File: src/rtl/mips_pkg.sv
// rtl/mips_pkg.sv - shared opcodes, ALUOp codes, sequencer states and control bundle
//
// Purpose: common definitions for the MIPS control path. Imported by
// mips_opdecode and mips_sequencer.
// Ports: none (package).
package mips_pkg;

  localparam logic [5:0] OP_RTYPE = 6'd0;
  localparam logic [5:0] OP_LW    = 6'd35;
  localparam logic [5:0] OP_SW    = 6'd43;
  localparam logic [5:0] OP_BEQ   = 6'd4;

  localparam logic [1:0] ALUOP_ADD   = 2'b00;
  localparam logic [1:0] ALUOP_SUB   = 2'b01;
  localparam logic [1:0] ALUOP_FUNCT = 2'b10;

  typedef enum logic [2:0] {
    S_IDLE,
    S_DECODE,
    S_EXEC,
    S_MEM,
    S_WB
  } state_t;

  typedef struct packed {
    logic       regdst;
    logic       alusrc;
    logic       memtoreg;
    logic [1:0] aluop;
    logic       is_ld;
    logic       is_st;
    logic       is_br;
    logic       legal;
  } ctrl_t;

endpackage

File: src/rtl/mips_opdecode.sv
// rtl/mips_opdecode.sv - combinational opcode to control-bundle decoder
//
// Purpose: maps a 6-bit primary opcode to the datapath control bundle.
// Holds no state so a pipelined core can reuse it in its decode stage.
// Ports:
//   i_opcode  in  6       instruction bits [31:26]
//   o_ctrl    out ctrl_t  mux selects, ALUOp, class flags and legal bit
module mips_opdecode
  import mips_pkg::*;
(
  input  logic [5:0] i_opcode,
  output ctrl_t      o_ctrl
);

  // Unlisted opcodes fall through with legal=0 and every select low.
  always_comb begin
    o_ctrl = '0;
    case (i_opcode)
      OP_RTYPE: begin
        o_ctrl.regdst = 1'b1;
        o_ctrl.aluop  = ALUOP_FUNCT;
        o_ctrl.legal  = 1'b1;
      end
      OP_LW: begin
        o_ctrl.alusrc   = 1'b1;
        o_ctrl.memtoreg = 1'b1;
        o_ctrl.aluop    = ALUOP_ADD;
        o_ctrl.is_ld    = 1'b1;
        o_ctrl.legal    = 1'b1;
      end
      OP_SW: begin
        o_ctrl.alusrc = 1'b1;
        o_ctrl.aluop  = ALUOP_ADD;
        o_ctrl.is_st  = 1'b1;
        o_ctrl.legal  = 1'b1;
      end
      OP_BEQ: begin
        o_ctrl.aluop = ALUOP_SUB;
        o_ctrl.is_br = 1'b1;
        o_ctrl.legal = 1'b1;
      end
      default: ;
    endcase
  end

endmodule

File: src/rtl/mips_sequencer.sv
// rtl/mips_sequencer.sv - multi-cycle control sequencer for the MIPS datapath
//
// Purpose: accepts one instruction over newinstr/ready, latches it in ir,
// and steps the datapath through DECODE, EXEC, MEM and WB with one-shot
// strobes. Owns the program counter and reports done / illegal.
// Ports:
//   clock      in  1   rising-edge clock
//   reset      in  1   asynchronous active-low reset
//   newinstr   in  1   request valid, sampled while ready=1
//   instrword  in  32  instruction captured into ir on acceptance
//   alu_zero   in  1   ALU zero flag, sampled in EXEC for beq
//   ready      out 1   idle and able to accept
//   ir         out 32  latched instruction
//   reg_rd_en  out 1   register read strobe (DECODE)
//   alu_en     out 1   ALU evaluate strobe (EXEC)
//   mem_rd     out 1   data-memory read strobe (MEM, lw)
//   mem_wr     out 1   data-memory write strobe (MEM, sw)
//   reg_wr     out 1   register write strobe (WB)
//   regdst, alusrc, memtoreg  out 1  datapath mux selects
//   aluop      out 2   00 add, 01 sub, 10 funct
//   pc         out 32  program counter
//   done       out 1   one-cycle completion pulse
//   illegal    out 1   one-cycle unsupported-opcode pulse
module mips_sequencer
  import mips_pkg::*;
#(
  parameter int unsigned MEM_WAIT = 1,
  parameter logic [31:0] RESET_PC = 32'h0000_0000
) (
  input  logic        clock,
  input  logic        reset,
  input  logic        newinstr,
  input  logic [31:0] instrword,
  input  logic        alu_zero,
  output logic        ready,
  output logic [31:0] ir,
  output logic        reg_rd_en,
  output logic        alu_en,
  output logic        mem_rd,
  output logic        mem_wr,
  output logic        reg_wr,
  output logic        regdst,
  output logic        alusrc,
  output logic        memtoreg,
  output logic [1:0]  aluop,
  output logic [31:0] pc,
  output logic        done,
  output logic        illegal
);

  localparam logic [3:0] CNT_INIT = 4'(MEM_WAIT);

  state_t      r_state;
  state_t      w_next;
  logic        r_live;
  logic [31:0] r_ir;
  logic [31:0] r_pc;
  logic [3:0]  r_cnt;
  ctrl_t       r_ctrl;
  logic        r_done;
  logic        r_illegal;

  ctrl_t       w_dec;
  logic        w_accept;
  logic        w_load_ctrl;
  logic        w_load_cnt;
  logic        w_cnt_dec;
  logic        w_complete;
  logic        w_take;
  logic        w_illegal;
  logic [31:0] w_pc_seq;
  logic [31:0] w_br_off;

  mips_opdecode u_opdecode (
    .i_opcode (r_ir[31:26]),
    .o_ctrl   (w_dec)
  );

  // r_live keeps ready low while reset is held and for the release edge,
  // so ready never depends combinationally on the reset pin.
  always_ff @(posedge clock or negedge reset) begin
    if (!reset) begin
      r_state <= S_IDLE;
      r_live  <= 1'b0;
    end else begin
      r_state <= w_next;
      r_live  <= 1'b1;
    end
  end

  always_comb begin
    w_next      = r_state;
    w_accept    = 1'b0;
    w_load_ctrl = 1'b0;
    w_load_cnt  = 1'b0;
    w_cnt_dec   = 1'b0;
    w_complete  = 1'b0;
    w_take      = 1'b0;
    w_illegal   = 1'b0;
    case (r_state)
      S_IDLE: begin
        if (r_live && newinstr) begin
          w_accept = 1'b1;
          w_next   = S_DECODE;
        end
      end
      S_DECODE: begin
        if (w_dec.legal) begin
          w_load_ctrl = 1'b1;
          w_next      = S_EXEC;
        end else begin
          w_illegal = 1'b1;
          w_next    = S_IDLE;
        end
      end
      S_EXEC: begin
        if (r_ctrl.is_br) begin
          w_complete = 1'b1;
          w_take     = alu_zero;
          w_next     = S_IDLE;
        end else if (r_ctrl.is_ld || r_ctrl.is_st) begin
          w_load_cnt = 1'b1;
          w_next     = S_MEM;
        end else begin
          w_next = S_WB;
        end
      end
      S_MEM: begin
        // Counter holds cycles remaining including this one.
        if (r_cnt <= 4'd1) begin
          if (r_ctrl.is_ld) begin
            w_next = S_WB;
          end else begin
            w_complete = 1'b1;
            w_next     = S_IDLE;
          end
        end else begin
          w_cnt_dec = 1'b1;
        end
      end
      S_WB: begin
        w_complete = 1'b1;
        w_next     = S_IDLE;
      end
      default: w_next = S_IDLE;
    endcase
  end

  assign w_pc_seq = r_pc + 32'd4;
  assign w_br_off = {{14{r_ir[15]}}, r_ir[15:0], 2'b00};

  always_ff @(posedge clock or negedge reset) begin
    if (!reset) begin
      r_ir      <= '0;
      r_pc      <= RESET_PC;
      r_cnt     <= '0;
      r_ctrl    <= '0;
      r_done    <= 1'b0;
      r_illegal <= 1'b0;
    end else begin
      r_done    <= w_complete;
      r_illegal <= w_illegal;
      if (w_accept) begin
        r_ir <= instrword;
      end
      if (w_load_ctrl) begin
        r_ctrl <= w_dec;
      end
      if (w_load_cnt) begin
        r_cnt <= CNT_INIT;
      end else if (w_cnt_dec) begin
        r_cnt <= r_cnt - 4'd1;
      end
      if (w_complete) begin
        r_pc <= w_take ? (w_pc_seq + w_br_off) : w_pc_seq;
      end
    end
  end

  // Strobes are pure state decodes, so at most one is high per cycle.
  // An illegal opcode issues no register read.
  assign ready     = r_live && (r_state == S_IDLE);
  assign reg_rd_en = (r_state == S_DECODE) && w_dec.legal;
  assign alu_en    = (r_state == S_EXEC);
  assign mem_rd    = (r_state == S_MEM) && r_ctrl.is_ld;
  assign mem_wr    = (r_state == S_MEM) && r_ctrl.is_st;
  assign reg_wr    = (r_state == S_WB);

  assign ir       = r_ir;
  assign pc       = r_pc;
  assign regdst   = r_ctrl.regdst;
  assign alusrc   = r_ctrl.alusrc;
  assign memtoreg = r_ctrl.memtoreg;
  assign aluop    = r_ctrl.aluop;
  assign done     = r_done;
  assign illegal  = r_illegal;

endmodule

File: config.mk
export PLATFORM = sky130hd
export DESIGN_NAME = mips_sequencer
export DESIGN_NICKNAME = d
export VERILOG_FILES = /design/src/rtl/mips_pkg.sv /design/src/rtl/mips_opdecode.sv /design/src/rtl/mips_sequencer.sv
export SDC_FILE = /design/constraint.sdc
export NUM_CORES = 1
export LEC_CHECK = 0
export ABC_AREA = 0
export CAP_MARGIN = 20
export CORE_ASPECT_RATIO = 0.9
export CORE_UTILIZATION = 56
export CTS_BUF_LIST = sky130_fd_sc_hd__clkbuf_4 sky130_fd_sc_hd__clkbuf_8
export DETAILED_ROUTE_END_ITERATION = 10
export DONT_BUFFER_PORTS = 1
export PLACE_DENSITY = 0.76
export REMOVE_ABC_BUFFERS = 1
export SYNTH_ARGS = -nofsm -noshare
export SYNTH_HDL_FRONTEND = slang
export SYNTH_SLANG_ARGS = --single-unit
File: constraint.sdc
create_clock -name clock -period 8.7 [get_ports clock]
set_input_delay 0 -clock clock [delete_from_list [all_inputs] [get_ports clock]]
set_output_delay 0 -clock clock [all_outputs]
set_load 0.01 [all_outputs]
==> impl_results.md, run 1 <==
- Async SR Flop Fraction: 100%
- Critical Path RT: 8.94 ns
- Leakage: 2.74 nW
- Area grow syn2layout: 11.9%
- CTS max path bufs: 2
- Syn Area/Cell: approximately 9 um^2
- CTS Root Cell: clkbuf_8
- Yosys top cell area share: between 30 and 40%
- Critical path class: reg2reg
- Synth Area in Adders: 9.20%
- Ys flop type: dfrtp_1
- Resized cells post-CTS: 0
- Yosys warns: 0
- CP startpoint kind: flip-flop
- Filler instances: between 800 and 900
- Sequential share of the synthesized area: about 35%
- Clock sink count: between 70 and 80
- Relative slew slack: 31.1%
- CTS buffer count: 9
- Crit-path max cell delay: 0.52 ns
- Post-synthesis cell type count: 60
- Outcome: completed
- All-Layer GR Usage: 28.6%
- Synth Area in XOR/XNOR: 8.72%
- Routed WL per cell: 18.2 um
- Vias in the first global route: 4700
- FF/Latch Area: 1950 um^2
- F_max: 223 MHz
- Mux cell area share after synthesis: ~6.7%
- Die W: 107 um
- Post-CTS Setup Bufs: 0
- DRC: 0
- Worst hold path type: in2reg
- Largest family of logic cells by synthesized area: compound AO/OA/AOI/OAI gates
- Final setup viols: 0
- CORE AREA: approximately 9600 um^2
- Synth Cell Area: between 5000 and 6000 um^2
- IO Count: 113
- Cells along the critical path: and4_1, and3_1, nand4_1, nor2_1, nand2_1, xnor2_1, ha_1, a21oi_1, o22ai_1, o41a_1, a221oi_1, o41a_1, o21a_1, o211ai_1, xnor2_1, nand2_1, xnor2_1
- Die Ht: 96.2 um
- Compound-cell area share of the yosys netlist: between 10% and 20%
- Hold buffers post-CTS: 35
- Nature of the critical path endpoint: flip-flop
- Post-synthesis instance total: between 600 and 700
- Worst skew pair latency: ~0.35 ns
- Final WL: 14100 um
- FF+latch count, synth: 78
- H-tree levels: 3
- WP data arrival: 4.73 ns
- Critical path's top delay family: compound AO/OA/AOI/OAI gates
- Largest net degree at the start of global routing: 79
- RD Place Congestion: 0.986
- Skew final: 0.00870 ns
- Initial antenna violation count: 0
- Slew Viols, Final: 0
- PD cells: 217 nW/um^2
- Final TNS setup: 0 ns
- Initial drt markers: 425
- Max_cap viols: 0
- Unrepaired setup endpoints after global routing: false
- Flop2flop setup slack: 4.21 ns
- DPL Wire Length: 9740 um
- Post-synth EDFFs: 0
- Area leader, netlist: dfrtp_1
- Die area: 10300 um^2
- Drt first pass iters: 5
- ANT nets after route: 0
- Simple-Gate Fraction of Synth Area: 17.2%
- Total grt overflow: 0
- Synth top cells by count: dfrtp_1, nand2_1, a21oi_1
- Count of buffer and inverter cells on the critical path: 0
- Fin crit period: ~4.5 ns
- Top cells by area, synth: dfrtp_1, ha_1, mux2_2
- CTS tree: yes
- Total power: approximately 1.3 mW
- Via-per-instance ratio: approximately 6.2
- Area of the multi-input gates: ~3400 um^2
- Critical path peak fanout: 8
- Worst vdd ir: approximately 0.19 mV
- Clock slew at reported path FFs: 0.08 ns
- CP most frequent cell: xnor2_1
- Hold slack: 0.217 ns
- Site Rows: 34
- Hold Vio Cnt, Final: 0
- Ant diodes: 0
- Port buffer count: 0
- Slowest CP cell: dfrtp_1
- Most frequent cell after synthesis: dfrtp_1
- Crit share post-route: 51.7%
- Starting density of the core: 57.4%
- Vias: 4830
- Share of cells above drive strength 1: 9.06%
- Final nets: 722
- Least-Margin Pin Slew: approximately 1.0 ns
- First-pass GRT wire length: roughly 23000 um
stage by stage:
stage	std cells	instance area [um^2]	setup WS (ns)	utilization, %
final	777	6180	4.21	64.3
after floorplan	596	5400	4.85	-
after detailed placement	726	5590	4.33	58.1
after global placement	726	5590	4.40	58.1
after CTS	777	6180	4.30	64.3
after global routing	777	6180	3.87	64.3
state kept, by name, summed over array words and instances, names as in the netlist:
name	flops
aluop	1
r_cnt	4
done	1
ir	32
alusrc	1
r_ctrl	3
illegal	1
r_state	3
regdst	1
r_live	1
pc	30
kinds of logic (layout without fill, tap and decap cells):
| group | Yosys count | count (layout) |
|---|---|---|
| AND/OR/NAND/NOR | 202 | 202 |
| AO/OA/AOI/OAI | 170 | 170 |
| flip-flops | 78 | 78 |
| XOR/XNOR | 55 | 55 |
| buffers and inverters | 42 | 70 |
| adder cells (fa/ha/maj) | 40 | 40 |
| multiplexers | 33 | 33 |
| other | 2 | 3 |
routing by layer:
| layer | wire length [um] | track usage (%) | vias to the layer above |
|---|---|---|---|
| met5 | 0 | 0 | - |
| met3 | 1090 | 8.60 | 34 |
| met4 | 370 | 10.4 | 0 |
| met1 | 6130 | 36.1 | 2317 |
| li1 | - | - | 2277 |
| met2 | 6530 | 46.5 | 202 |
final timing paths:
kind,start,endpoint,cells after the start
worst min-delay path,alu_zero,pc[24],3
max in group asynchronous,reset,pc[24],2
worst max register to register,pc[4],pc[31],17
worst min register to register,r_ctrl[2],r_ctrl[2],2
worst max-delay path,pc[4],pc[31],17
min in group asynchronous,reset,r_cnt[1],2
placed cells by master (no fill, tap or decap), types with 5 or more instances in the layout:
cell | synthesis | final
nand4_1 | 8 | 8
and3_1 | 15 | 15
dfrtp_1 | 78 | 78
clkbuf_8 | 0 | 9
nor2_1 | 51 | 51
a31oi_1 | 7 | 7
xor2_1 | 19 | 19
o22ai_1 | 10 | 10
a21oi_1 | 61 | 61
dlygate4sd3_1 | 0 | 34
o21a_1 | 9 | 9
o21ai_0 | 29 | 29
nor3_1 | 9 | 9
and2_1 | 5 | 5
mux2_2 | 33 | 33
o21bai_1 | 7 | 7
xnor2_1 | 36 | 36
nand2_1 | 70 | 70
inv_1 | 14 | 14
a21o_1 | 16 | 16
nand3_1 | 23 | 23
ha_1 | 39 | 39
layout make-up:
| type | instances | share of cell area (%) |
|---|---|---|
| flip-flops and latches | 78 | 31.6 |
| repair buffers | 39 | 6.44 |
| well taps | 126 | 2.55 |
| inverters | 15 | 0.911 |
| multi-input cells | 503 | 54.8 |
| clock inverters | 7 | 1.66 |
| clock buffers | 9 | 2.00 |
worst reg2reg max path, cell delays in order, from the launching register on:
cell	delay (ns)
dfrtp_1	0.52
and4_1	0.29
and3_1	0.21
nand4_1	0.21
nor2_1	0.45
nand2_1	0.14
xnor2_1	0.16
ha_1	0.37
a21oi_1	0.24
o22ai_1	0.12
o41a_1	0.35
a221oi_1	0.32
o41a_1	0.31
o21a_1	0.19
o211ai_1	0.12
xnor2_1	0.17
nand2_1	0.08
xnor2_1	0.15
where the power goes:
part,internal (mW),switching (mW),total (mW)
Combinational,0.232,0.276,0.507
Sequential,0.417,0.105,0.521
Clock,0.166,0.148,0.314
Total,0.815,0.528,1.34
No activity file was read; power rests on OpenSTA's default activity.
==> run 2: changes to the inputs <==
--- a/config.mk
+++ b/config.mk
@@ -5,14 +5,14 @@
 export SDC_FILE = /design/constraint.sdc
 export NUM_CORES = 1
 export LEC_CHECK = 0
-export ABC_AREA = 0
+export ABC_AREA = 1
 export CAP_MARGIN = 20
 export CORE_ASPECT_RATIO = 0.9
 export CORE_UTILIZATION = 56
 export CTS_BUF_LIST = sky130_fd_sc_hd__clkbuf_4 sky130_fd_sc_hd__clkbuf_8
 export DETAILED_ROUTE_END_ITERATION = 10
 export DONT_BUFFER_PORTS = 1
-export PLACE_DENSITY = 0.76
+export PLACE_DENSITY = 0.79
 export REMOVE_ABC_BUFFERS = 1
 export SYNTH_ARGS = -nofsm -noshare
 export SYNTH_HDL_FRONTEND = slang
==> constraint.sdc (replaced) <==
create_clock -name clock -period 4.1 [get_ports clock]
set_input_delay 0 -clock clock [delete_from_list [all_inputs] [get_ports clock]]
set_output_delay 0 -clock clock [all_outputs]
set_load 0.01 [all_outputs]
==> run 2 against run 1 <==
- clock power grew 120%
- synthesized area grew 18%
- clock-buffer cell count is the same
- total power grew to 5.0 times the previous value
- global-route usage grew 2.4 points
- largest cell class unchanged
- largest power group is now combinational logic
==> impl_results.md, run 2 <==
- Most frequent cells in the layout: nand2_1, inv_1, nor2_1, dfrtp_1, nand3_1 (was dfrtp_1, nand2_1, a21oi_1, nor2_1, ha_1)
- Synth Area in Adders: 7.79% (was 9.20%)
- FF+latch count, synth: 78 (unchanged)
- First-pass GRT wire length: 28900 um (was 23000 um)
- Sequential share of the synthesized area: 29.9% (was 35.3%)
- Post-synth EDFFs: 0 (unchanged)
- H-tree levels: 3 (unchanged)
- Synth top cells by count: nand2_1, inv_1, nor2_1 (was dfrtp_1, nand2_1, a21oi_1)
- Worst hold path type: in2async (was in2reg)
- Worst vdd ir: 0.493 mV (was 0.189 mV)
- ANT nets after route: 0 (unchanged)
- Drt first pass iters: 5 (unchanged)
- Syn Area/Cell: 6.84 um^2 (was 8.88 um^2)
- Critical Path RT: 4.38 ns (was 8.94 ns)
- All-Layer GR Usage: 31.0% (was 28.6%)
- Area grow syn2layout: 10.7% (was 11.9%)
- Initial antenna violation count: 0 (unchanged)
- Final WL: 17700 um (was 14100 um)
- Mux cell area share after synthesis: 5.00% (was 6.73%)
- Unrepaired setup endpoints after global routing: false (unchanged)
- Site Rows: 37 (was 34)
- Compound-cell area share of the yosys netlist: 9.05% (was 19.3%)
- Most frequent cell after synthesis: nand2_1 (was dfrtp_1)
- PD cells: 923 nW/um^2 (was 217 nW/um^2)
- Yosys top cell area share: 29.9% (was 35.3%)
- Area leader, netlist: dfrtp_1 (unchanged)
- Post-route core utilization: 63.4% (was 64.3%)
- Relative slew slack: 31.5% (was 31.1%)
- F_max: 299 MHz (was 223 MHz)
- Post-CTS Setup Bufs: 0 (unchanged)
- Most common cell after layout, fill and taps aside: nand2_1 (was dfrtp_1)
- Ys flop type: dfrtp_1 (unchanged)
- Largest register FFs: 32 (unchanged)
- Final TNS setup: 0 ns (unchanged)
- Ant diodes: 0 (unchanged)
- Nature of the critical path endpoint: flip-flop (unchanged)
- Leakage: 3.72 nW (was 2.74 nW)
- Clock sink count: 78 (unchanged)
- Worst skew pair latency: 0.39 ns (was 0.35 ns)
- Slew Viols, Final: 0 (unchanged)
- Starting density of the core: 57.3% (was 57.4%)
- Critical path peak fanout: 5 (was 8)
- Die Ht: 104 um (was 96.2 um)
- CORE AREA: 11400 um^2 (was 9610 um^2)
- Power share of the combinational group: 65.4% (was 37.8%)
- Total grt overflow: 0 (unchanged)
- RD Place Congestion: 0.949 (was 0.986)
- CTS max path bufs: 2 (unchanged)
- Vias: 6287 (was 4830)
- Yosys warns: 0 (unchanged)
- Cells along the critical path: ha_1, nand3_1, nor2_2, nand3_2, nor2_4, nand2_1, xor2_1, inv_1, ha_1, nand2_1, nor3_1, nand3b_1, nand4_1, nand3_1, nand2_1, nand2_1 (was and4_1, and3_1, nand4_1, nor2_1, nand2_1, xnor2_1, ha_1, a21oi_1, o22ai_1, o41a_1, a221oi_1, o41a_1, o21a_1, o211ai_1, xnor2_1, nand2_1, xnor2_1)
- CTS tree: yes (unchanged)
- Outcome: completed (unchanged)
- Vias in the first global route: 5925 (was 4700)
- Fin crit period: 3.35 ns (was 4.49 ns)
- Power share of the clock group: 10.4% (was 23.4%)
- Initial drt markers: 581 (was 425)
- Resized cells post-CTS: 0 (unchanged)
- Share of cells above drive strength 1: 9.39% (was 9.06%)
- Port buffer count: 0 (unchanged)
- Post-synthesis instance total: 954 (was 622)
- Critical path class: reg2reg (unchanged)
- Least-Margin Pin Slew: 1.03 ns (about the same)
- CP startpoint kind: flip-flop (unchanged)
- Sequential power share: 24.2% (was 38.8%)
- CP most frequent cell: nand2_1 (was xnor2_1)
- Largest net degree at the start of global routing: 79 (unchanged)
- Synth Area in XOR/XNOR: 4.39% (was 8.72%)
- CTS Root Cell: clkbuf_8 (unchanged)
- WP data arrival: 3.63 ns (was 4.73 ns)
- Largest family of logic cells by synthesized area: simple AND/OR/NAND/NOR gates (was compound AO/OA/AOI/OAI gates)
- Slowest CP cell: dfrtp_1 (unchanged)
- Crit share post-route: 81.6% (was 51.7%)
- Hold Vio Cnt, Final: 0 (unchanged)
- Async SR Flop Fraction: 100% (unchanged)
- Internal power: 2.98 mW (was 0.815 mW)
- Final nets: 1061 (was 722)
- Via-per-instance ratio: 5.49 (was 6.22)
- NetSw: 3.69 mW (was 0.528 mW)
- Max_cap viols: 0 (unchanged)
- Hold buffers post-CTS: 35 (unchanged)
- Skew final: 0.0173 ns (was 0.00870 ns)
- Crit-path max cell delay: 0.48 ns (was 0.52 ns)
- IO Count: 113 (unchanged)
- Top cells by area, synth: dfrtp_1, nand2_1, inv_1 (was dfrtp_1, ha_1, mux2_2)
- Die area: 12100 um^2 (was 10300 um^2)
- Routed WL per cell: 15.5 um (was 18.2 um)
- DRC: 0 (unchanged)
- CTS buffer count: 9 (unchanged)
- Simple-Gate Fraction of Synth Area: 33.9% (was 17.2%)
- DPL Wire Length: 13100 um (was 9740 um)
- Clock slew at reported path FFs: 0.10 ns (was 0.08 ns)
- Final setup viols: 0 (unchanged)
- Die W: 116 um (was 107 um)
- Synth Cell Area: 6530 um^2 (was 5520 um^2)
- Post-synthesis cell type count: 46 (was 60)
- Switching Share: 55.3% (was 39.3%)
run 2: changes by cell type after synthesis, moves of 9 or more:
cell      previous run  this run
nand3_1             23        72
clkbuf_1            15         2
inv_1               14       135
a21o_1              16         3
o21a_1               9         0
a21oi_1             61        43
and3_1              15         0
nand2_1             70       275
o22ai_1             10         1
nand2_2              0        12
xnor2_1             36        12
nor2_1              51       100
run 2: critical path, delay by kind of cell (launching register included):
kind / cells / cell delay (ns)
buf+inv: 1 / 0.10
xor+xnor: 1 / 0.25
fa+ha+maj: 2 / 0.59
simple gates: 12 / 1.83
flops: 1 / 0.48
run 2: per-layer routing:
layer	GRT usage (%)	wire length, um	share of wire (%)
met5	0	0	0
met4	12.1	490	2.8
met3	7.40	1440	8.1
met2	47.9	7900	45
met1	41.5	7890	45
run 2: worst paths after layout:
path	startpoint	end	slack, ns	depth (start not counted)
hold reg to reg	r_cnt[3]	r_cnt[3]	0.47	1
setup / recovery	pc[2]	pc[26]	0.75	16
min in group clock	alu_zero	pc[3]	0.22	3
hold / removal	reset	pc[30]	0.21	2
setup reg to reg	pc[2]	pc[26]	0.75	16
max in group asynchronous	reset	ir[13]	3.58	2
run 2: kinds of logic after synthesis:
family,after synthesis
AO/OA/AOI/OAI,104
multiplexers,29
adder cells (fa/ha/maj),40
flip-flops,78
buffers and inverters,160
other,2
XOR/XNOR,31
AND/OR/NAND/NOR,510
run 2: power groups by stage:
stage	registers (mW)	clock network, mW	logic [mW]
floorplan	1.48	0	3.36
global placement	1.61	0	4.11
detailed placement	1.62	0	4.18
CTS	1.61	0.696	4.27
global route	1.66	0.721	4.92
finish	1.61	0.692	4.36
run 2: metrics by stage:
stage / total power, mW / instances / instance area [um^2] / setup slack [ns] / hold WS (ns)
floorplan: 4.84 / 938 / 6420 / 1.44 / -0.296
global placement: 5.73 / 1095 / 6630 / 0.831 / -0.294
detailed placement: 5.80 / 1095 / 6630 / 0.868 / -0.294
CTS: 6.57 / 1146 / 7220 / 0.834 / 0.187
global route: 7.30 / 1146 / 7220 / 0.487 / 0.248
finish: 6.66 / 1146 / 7220 / 0.754 / 0.209
run 2: area by class of cell:
cell class / instances / area (um^2)
sequential: 78 / 1950
inverter: 143 / 537
multi-input combinational: 717 / 3930
clock inverter: 7 / 104
clock buffer: 9 / 124
tap: 156 / 195
fill: 1055 / 4170
timing repair buffer: 36 / 375
